`src/rtl/layer1_backprop.sv`:
```
// layer1_backprop: backward pass for the 2x2 layer-1 datapath.
// Forms leaky-ReLU deltas, accumulates weight/bias gradients over BATCH_LEN
// samples and commits one SGD step per batch into the parameter registers.
// Optional build macro LAYER1_BP_SATURATE_EN: clamp every Q8.8 result to
// [0x8000, 0x7FFF] instead of two's-complement wrap.

package layer1_bp_pkg;
  typedef logic signed [15:0] q88_t;

  typedef struct packed {
    q88_t grad;
    q88_t z;
  } lane_req_t;

  // Bring a wide signed intermediate back to Q8.8 storage width
  function automatic q88_t reduce16(input logic signed [31:0] v);
`ifdef LAYER1_BP_SATURATE_EN
    if (v > 32'sd32767)       return 16'sh7FFF;
    else if (v < -32'sd32768) return 16'sh8000;
    else                      return v[15:0];
`else
    return v[15:0];
`endif
  endfunction

  // Q8.8 multiply: full product, floor shift by 8, then reduce
  function automatic q88_t qmul(input q88_t a, input q88_t b);
    logic signed [31:0] p;
    p = 32'(a) * 32'(b);
    return reduce16(p >>> 8);
  endfunction

  function automatic q88_t qadd(input q88_t a, input q88_t b);
    return reduce16(32'(a) + 32'(b));
  endfunction

  function automatic q88_t qsub(input q88_t a, input q88_t b);
    return reduce16(32'(a) - 32'(b));
  endfunction
endpackage

// One output neuron j: delta_j plus its gradient accumulators gw_1j, gw_2j, gb_2j
module layer1_backprop_lane
  import layer1_bp_pkg::*;
(
  input  logic      clk,
  input  logic      rst,
  input  logic      beat,
  input  lane_req_t req,
  input  q88_t      leak,
  input  q88_t      x1_q,
  input  q88_t      x2_q,
  input  logic      vld,
  input  logic      clear,
  output q88_t      delta,
  output q88_t      gw1,
  output q88_t      gw2,
  output q88_t      gb
);
  q88_t delta_d;

  // Leaky-ReLU derivative; z == 0 counts as the positive side
  always_comb begin
    delta_d = req.grad;
    if (req.z[15]) delta_d = qmul(req.grad, leak);
  end

  // Stage 1: register delta on an accepted beat
  always_ff @(posedge clk or negedge rst) begin
    if (!rst)      delta <= '0;
    else if (beat) delta <= delta_d;
  end

  // Stage 2: fold the registered delta into the batch accumulators
  always_ff @(posedge clk or negedge rst) begin
    if (!rst) begin
      gw1 <= '0;
      gw2 <= '0;
      gb  <= '0;
    end else if (clear) begin
      gw1 <= '0;
      gw2 <= '0;
      gb  <= '0;
    end else if (vld) begin
      gw1 <= qadd(gw1, qmul(x1_q, delta));
      gw2 <= qadd(gw2, qmul(x2_q, delta));
      gb  <= qadd(gb, delta);
    end
  end
endmodule

module layer1_backprop
  import layer1_bp_pkg::*;
#(
  parameter int BATCH_LEN = 4
) (
  input  logic               clk,
  input  logic               rst,
  input  logic               load_weights,
  input  logic signed [15:0] init_w11,
  input  logic signed [15:0] init_w12,
  input  logic signed [15:0] init_w21,
  input  logic signed [15:0] init_w22,
  input  logic signed [15:0] init_b21,
  input  logic signed [15:0] init_b22,
  input  logic signed [15:0] leak_factor,
  input  logic signed [15:0] lr,
  input  logic               grad_valid_in,
  output logic               grad_ready,
  input  logic signed [15:0] grad_in1,
  input  logic signed [15:0] grad_in2,
  input  logic signed [15:0] z_in1,
  input  logic signed [15:0] z_in2,
  input  logic signed [15:0] x_in1,
  input  logic signed [15:0] x_in2,
  output logic               delta_valid_out,
  output logic signed [15:0] delta_out1,
  output logic signed [15:0] delta_out2,
  output logic signed [15:0] weight_11,
  output logic signed [15:0] weight_12,
  output logic signed [15:0] weight_21,
  output logic signed [15:0] weight_22,
  output logic signed [15:0] bias_21,
  output logic signed [15:0] bias_22,
  output logic               update_valid
);
  localparam int NUM_LANES = 2;
  localparam int NUM_P     = 6;

  typedef enum logic [1:0] {S_ACCUM, S_DRAIN, S_UPDATE, S_DONE} state_t;

  state_t                          state;
  logic [7:0]                      cnt;
  logic [2:0]                      phase;
  logic                            beat;
  logic                            clear;
  logic                            vld_q;
  q88_t                            x1_q, x2_q;
  q88_t                            upd_p;
  lane_req_t [NUM_LANES-1:0]       req;
  logic [NUM_LANES-1:0][15:0]      delta, gw1, gw2, gb;
  // Parameter / gradient order: w11, w12, w21, w22, b21, b22
  logic [NUM_P-1:0][15:0]          params, grads;

  assign beat  = grad_valid_in && grad_ready;
  assign clear = (state == S_DONE);

  assign req[0] = {grad_in1, z_in1};
  assign req[1] = {grad_in2, z_in2};

  // Layer inputs travel alongside the deltas into the accumulate stage
  always_ff @(posedge clk or negedge rst) begin
    if (!rst) begin
      x1_q  <= '0;
      x2_q  <= '0;
      vld_q <= 1'b0;
    end else begin
      vld_q <= beat;
      if (beat) begin
        x1_q <= x_in1;
        x2_q <= x_in2;
      end
    end
  end

  for (genvar j = 0; j < NUM_LANES; j++) begin : g_lane
    layer1_backprop_lane u_lane (
      .clk   (clk),
      .rst   (rst),
      .beat  (beat),
      .req   (req[j]),
      .leak  (leak_factor),
      .x1_q  (x1_q),
      .x2_q  (x2_q),
      .vld   (vld_q),
      .clear (clear),
      .delta (delta[j]),
      .gw1   (gw1[j]),
      .gw2   (gw2[j]),
      .gb    (gb[j])
    );
  end

  assign grads = {gb[1], gb[0], gw2[1], gw2[0], gw1[1], gw1[0]};

  assign delta_valid_out = vld_q;
  assign delta_out1      = delta[0];
  assign delta_out2      = delta[1];

  assign weight_11 = params[0];
  assign weight_12 = params[1];
  assign weight_21 = params[2];
  assign weight_22 = params[3];
  assign bias_21   = params[4];
  assign bias_22   = params[5];

  // SGD step for the parameter selected by the UPDATE phase counter
  always_comb upd_p = qsub(params[phase], qmul(lr, grads[phase]));

  // Batch sequencer: owns count, handshake, parameter commits and update pulse
  always_ff @(posedge clk or negedge rst) begin
    if (!rst) begin
      state        <= S_ACCUM;
      cnt          <= '0;
      phase        <= '0;
      grad_ready   <= 1'b1;
      update_valid <= 1'b0;
      params       <= '0;
    end else begin
      case (state)
        S_ACCUM: begin
          if (load_weights)
            params <= {init_b22, init_b21, init_w22, init_w21, init_w12, init_w11};
          if (beat) begin
            cnt <= cnt + 8'd1;
            if (cnt == 8'(BATCH_LEN - 1)) begin
              state      <= S_DRAIN;
              grad_ready <= 1'b0;
              phase      <= '0;
            end
          end
        end
        // Two idle cycles let the last beat reach the accumulators
        S_DRAIN: begin
          if (phase == 3'd1) begin
            state <= S_UPDATE;
            phase <= '0;
          end else begin
            phase <= phase + 3'd1;
          end
        end
        S_UPDATE: begin
          params[phase] <= upd_p;
          if (phase == 3'(NUM_P - 1)) begin
            state        <= S_DONE;
            phase        <= '0;
            update_valid <= 1'b1;
          end else begin
            phase <= phase + 3'd1;
          end
        end
        S_DONE: begin
          state        <= S_ACCUM;
          cnt          <= '0;
          update_valid <= 1'b0;
          grad_ready   <= 1'b1;
        end
        default: state <= S_ACCUM;
      endcase
    end
  end
endmodule

```
`config.mk`:
```
export PLATFORM = sky130hd
export DESIGN_NAME = layer1_backprop
export DESIGN_NICKNAME = d
export VERILOG_FILES = /design/src/rtl/layer1_backprop.sv
export SDC_FILE = /design/constraint.sdc
export NUM_CORES = 2
export LEC_CHECK = 0
export ABC_AREA = 1
export BUFFER_PORTS_ARGS = -buffer_cell sky130_fd_sc_hd__buf_2
export CAP_MARGIN = 20
export CORE_MARGIN = 4
export CORE_UTILIZATION = 50
export CTS_CLUSTER_DIAMETER = 50
export CTS_CLUSTER_SIZE = 8
export DETAILED_ROUTE_END_ITERATION = 16
export PLACE_DENSITY = 0.74
export RECOVER_POWER = 50
export SYNTH_ARGS = -nofsm -noshare
export SYNTH_HDL_FRONTEND = slang
export SYNTH_SLANG_ARGS = --single-unit
```
`constraint.sdc`:
```
create_clock -name clk -period 8.6 [get_ports clk]
set_input_delay 0.43 -clock clk [delete_from_list [all_inputs] [get_ports clk]]
set_output_delay 0.43 -clock clk [all_outputs]
set_load 0.01 [all_outputs]
```
==> impl_metrics.env <==
export IMPL_cap_viol_max_count=5
export IMPL_cp_start_kind="flip-flop"
export IMPL_die_w_um=382
export IMPL_yosys_register_bits=272
export IMPL_grt_busiest_layer="met2"
export IMPL_slew_headroom_pct=-282
export IMPL_setup_viol=0
export IMPL_comb_power_share_pct=69.8
export IMPL_synth_ff_type="dfrtp_1"
export IMPL_layout_commonest_cell="inv_1"
export IMPL_worstHoldStart="x_in1[4]"
export IMPL_ys_warn_count=0
export IMPL_first_pass_iters=8
export IMPL_hold_violations=0
export IMPL_clk_latency_ps=680
export IMPL_syn_area_um2=70000
export IMPL_dpl_instance_area_um2=73800
export IMPL_finalNetCount=11383
export IMPL_final_cells=11169
export IMPL_holdCritPathClass="in -> reg"
export IMPL_netlist_area_leader_share_pct=37.4
export IMPL_vias_per_cell=5.44
export IMPL_worstMarginPinSlew_ps=5730
export IMPL_reg2reg_to="g_lane[1].u_lane.gw1[15]"
export IMPL_pwr_share_clk_pct=18.4
export IMPL_cts_sinks=272
export IMPL_coreArea_um2=139000
export IMPL_cts_root_buf="clkbuf_16"
export IMPL_grt_pass1_vias=64463
export IMPL_power_internal_mw=5.77
export IMPL_criticalPathCategory="reg -> reg"
export IMPL_fmaxAchievable_mhz=123
export IMPL_gp_congestion=0.997
export IMPL_postRouteAntennaNets=0
export IMPL_vias=60721
export IMPL_wl_per_cell_um=20.2
export IMPL_syn2layout_area_growth_pct=8.12
export IMPL_power_leakage_nw=41.0
export IMPL_io_buffers=328
export IMPL_io_pins=359
export IMPL_async_flop_share_pct=100
export IMPL_start_util_pct=50.3
export IMPL_fill_cells=12931
export IMPL_drv_slew=285
export IMPL_r2r_start="g_lane[1].u_lane.delta[13]"
export IMPL_drt_iter0_markers=4984
export IMPL_slowest_delay_ps=1040
export IMPL_p_total_mw=11.6
export IMPL_hold_depth=3
export IMPL_antenna_found_initial=20
export IMPL_cp_max_fo=21
export IMPL_hold_ws_ps=30.5
export IMPL_period_share_pct=94.7
export IMPL_die_h_um=382
export IMPL_path_clk_slew_ps=50
export IMPL_ir_drop_mv=0.664
export IMPL_met1_usage_pct=39.8
export IMPL_power_switching_mw=5.79
export IMPL_cts_buffers_inserted=53
export IMPL_required_ps=9120
export IMPL_grt_pass1_wl_um=357000
export IMPL_grt_overflow=0
export IMPL_ys_top_cells_by_area="fa_1 (37%), inv_1 (13%), nand2_1 (12%), ha_1 (11%), dfrtp_1 (9.7%)"
export IMPL_tns_ps=0
export IMPL_synth_fp_nets=11215
export IMPL_grt_max_degree=144
export IMPL_fin_ws_ps=459
export IMPL_clock_skew_final_ps=60.8
export IMPL_fin_crit_ps=8140
export IMPL_synth_edf_count=0
export IMPL_end_kind="flip-flop"
export IMPL_cp_slowest_cell="clkbuf_1"
export IMPL_crit_buf_inv=3
export IMPL_h_tree_depth=2
export IMPL_placementRows=137
export IMPL_cpLargestDelayFamily="adder cells"
export IMPL_place_ws_ps=161
export IMPL_grt_use_met2_pct=51.5
export IMPL_cpMostUsedCell="fa_1"
export IMPL_r2r_cells=25
export IMPL_cts_buffer_depth=3
export IMPL_drive_gt1_share_pct=5.78
export IMPL_track_usage_pct=31.3
export IMPL_grt_util_met3_pct=6.16
export IMPL_avgSynthCellArea_um2=7.72
export IMPL_fin_area_um2=75700
export IMPL_dp_cells=11029
export IMPL_p_per_area_nw_per_um2=153
export IMPL_drc=0
export IMPL_power_frac_seq_pct=11.9
export IMPL_cts_tree="built"
export IMPL_synth_top_area_cell="fa_1"
export IMPL_cp_data_arrival_time_ps=8660
export IMPL_final_cell_mix="inv_1 (2388), nand2_1 (2254), fa_1 (1309), ha_1 (602), a21oi_1 (412)"
export IMPL_ys_types=55
export IMPL_switching_share_pct=50.1
export IMPL_status="finished, violations left"
export IMPL_dieArea_um2=146000
export IMPL_r2r_slack_ps=460
export IMPL_min_to="x1_q[4]"
export IMPL_routed_wirelength_um=225000
export IMPL_final_core_util_pct=54.3
export IMPL_synth_cells=9076
export IMPL_ys_seq_area_share_pct=9.72
export IMPL_hpwl_um=179000
export IMPL_violations="capacitance limit, slew limit"
-- cells by family (layout without fill, tap and decap cells) --
group,after synthesis,count (layout),share of synthesized area [%]
adders and majority gates,1911,1911,48.2
buffers and inverters,2809,3014,15.1
other,0,12,0
and+or+nand+nor,2894,2894,16.2
DFF,272,272,9.72
AOI/OAI and AO/OA,940,940,7.70
xor gates and xnor gates,250,250,3.13
-- state kept, by name, indices dropped and copies added, names as in the netlist, 2 cells and up --
| signal | flops |
|---|---|
| bias_22 | 16 |
| weight_12 | 16 |
| g_lane.u_lane.delta | 32 |
| g_lane.u_lane.gw1 | 32 |
| weight_22 | 16 |
| weight_11 | 16 |
| g_lane.u_lane.gb | 32 |
| phase | 3 |
| x2_q | 16 |
| bias_21 | 16 |
| g_lane.u_lane.gw2 | 32 |
| x1_q | 16 |
| state | 2 |
| cnt | 8 |
| weight_21 | 16 |
-- worst max path at each step --
stage,slack (ps),start,cells past startpoint,endpoint
floorplan,750,phase[1],40,bias_21[11]
global placement,280,phase[1],39,bias_22[11]
detailed placement,160,phase[1],39,weight_12[11]
CTS,100,phase[1],39,bias_21[11]
global route,-8,phase[0],39,bias_22[11]
finish,460,g_lane[1].u_lane.delta[13],25,g_lane[1].u_lane.gw1[15]
-- power groups by stage --
stage,clock network [mW],registers (mW),logic [mW]
final,2.12,1.37,8.06
after global routing,2.20,1.37,9.16
after CTS,2.15,1.37,8.01
after detailed placement,0,1.39,7.94
after global placement,0,1.39,7.76
after floorplan,0,1.39,5.96
-- cell type report --
| class | instances | area (um^2) | share of cell area, % |
|---|---|---|---|
| sequential | 272 | 6820 | 9.01 |
| tap | 1876 | 2350 | 3.10 |
| antenna | 12 | 30.0 | 0.0396 |
| clock buffer | 66 | 1400 | 1.84 |
| clock inverter | 26 | 353 | 0.466 |
| timing repair buffer | 518 | 2990 | 3.95 |
| inverter | 2404 | 9040 | 11.9 |
| multi-input combinational | 5995 | 52800 | 69.7 |
-- what timing repair did --
action                                  CTS  global route
setup buffers                             0            10
endpoints found under the setup margin    0            54
endpoints found under the hold margin   118             0
resized for setup                         0            21
hold buffers                             25             0
-- Yosys cell counts, types with 12 or more instances --
cell type and n:
a21o_1 26, a21oi_1 412, a22oi_1 49, a31oi_1 33
buf_1 38, clkbuf_1 355, dfrtp_1 271, fa_1 1309
ha_1 602, inv_1 2390, nand2_1 2257, nand3_1 153
nand4_1 21, nor2_1 358, nor3_1 52, o2111ai_1 19
o211ai_1 18, o21ai_0 247, o21bai_1 18, o221ai_1 12
o22ai_1 48, o31ai_1 12, or2_2 22, xnor2_1 97
xor2_1 153
-- routing by layer --
layer	vias to the layer above	wire length (um)	part of all wire, %
li1	27038	-	-
met1	30094	86100	38
met2	2854	105000	47
met3	721	21200	9.4
met4	14	12500	5.5
met5	-	87	0.039
-- tightest hold or removal path, cell delays in order --
cell,delay (ps)
buf_2,80
nand2_1,50
o21ai_0,70
(Power assumes the default switching activity.)
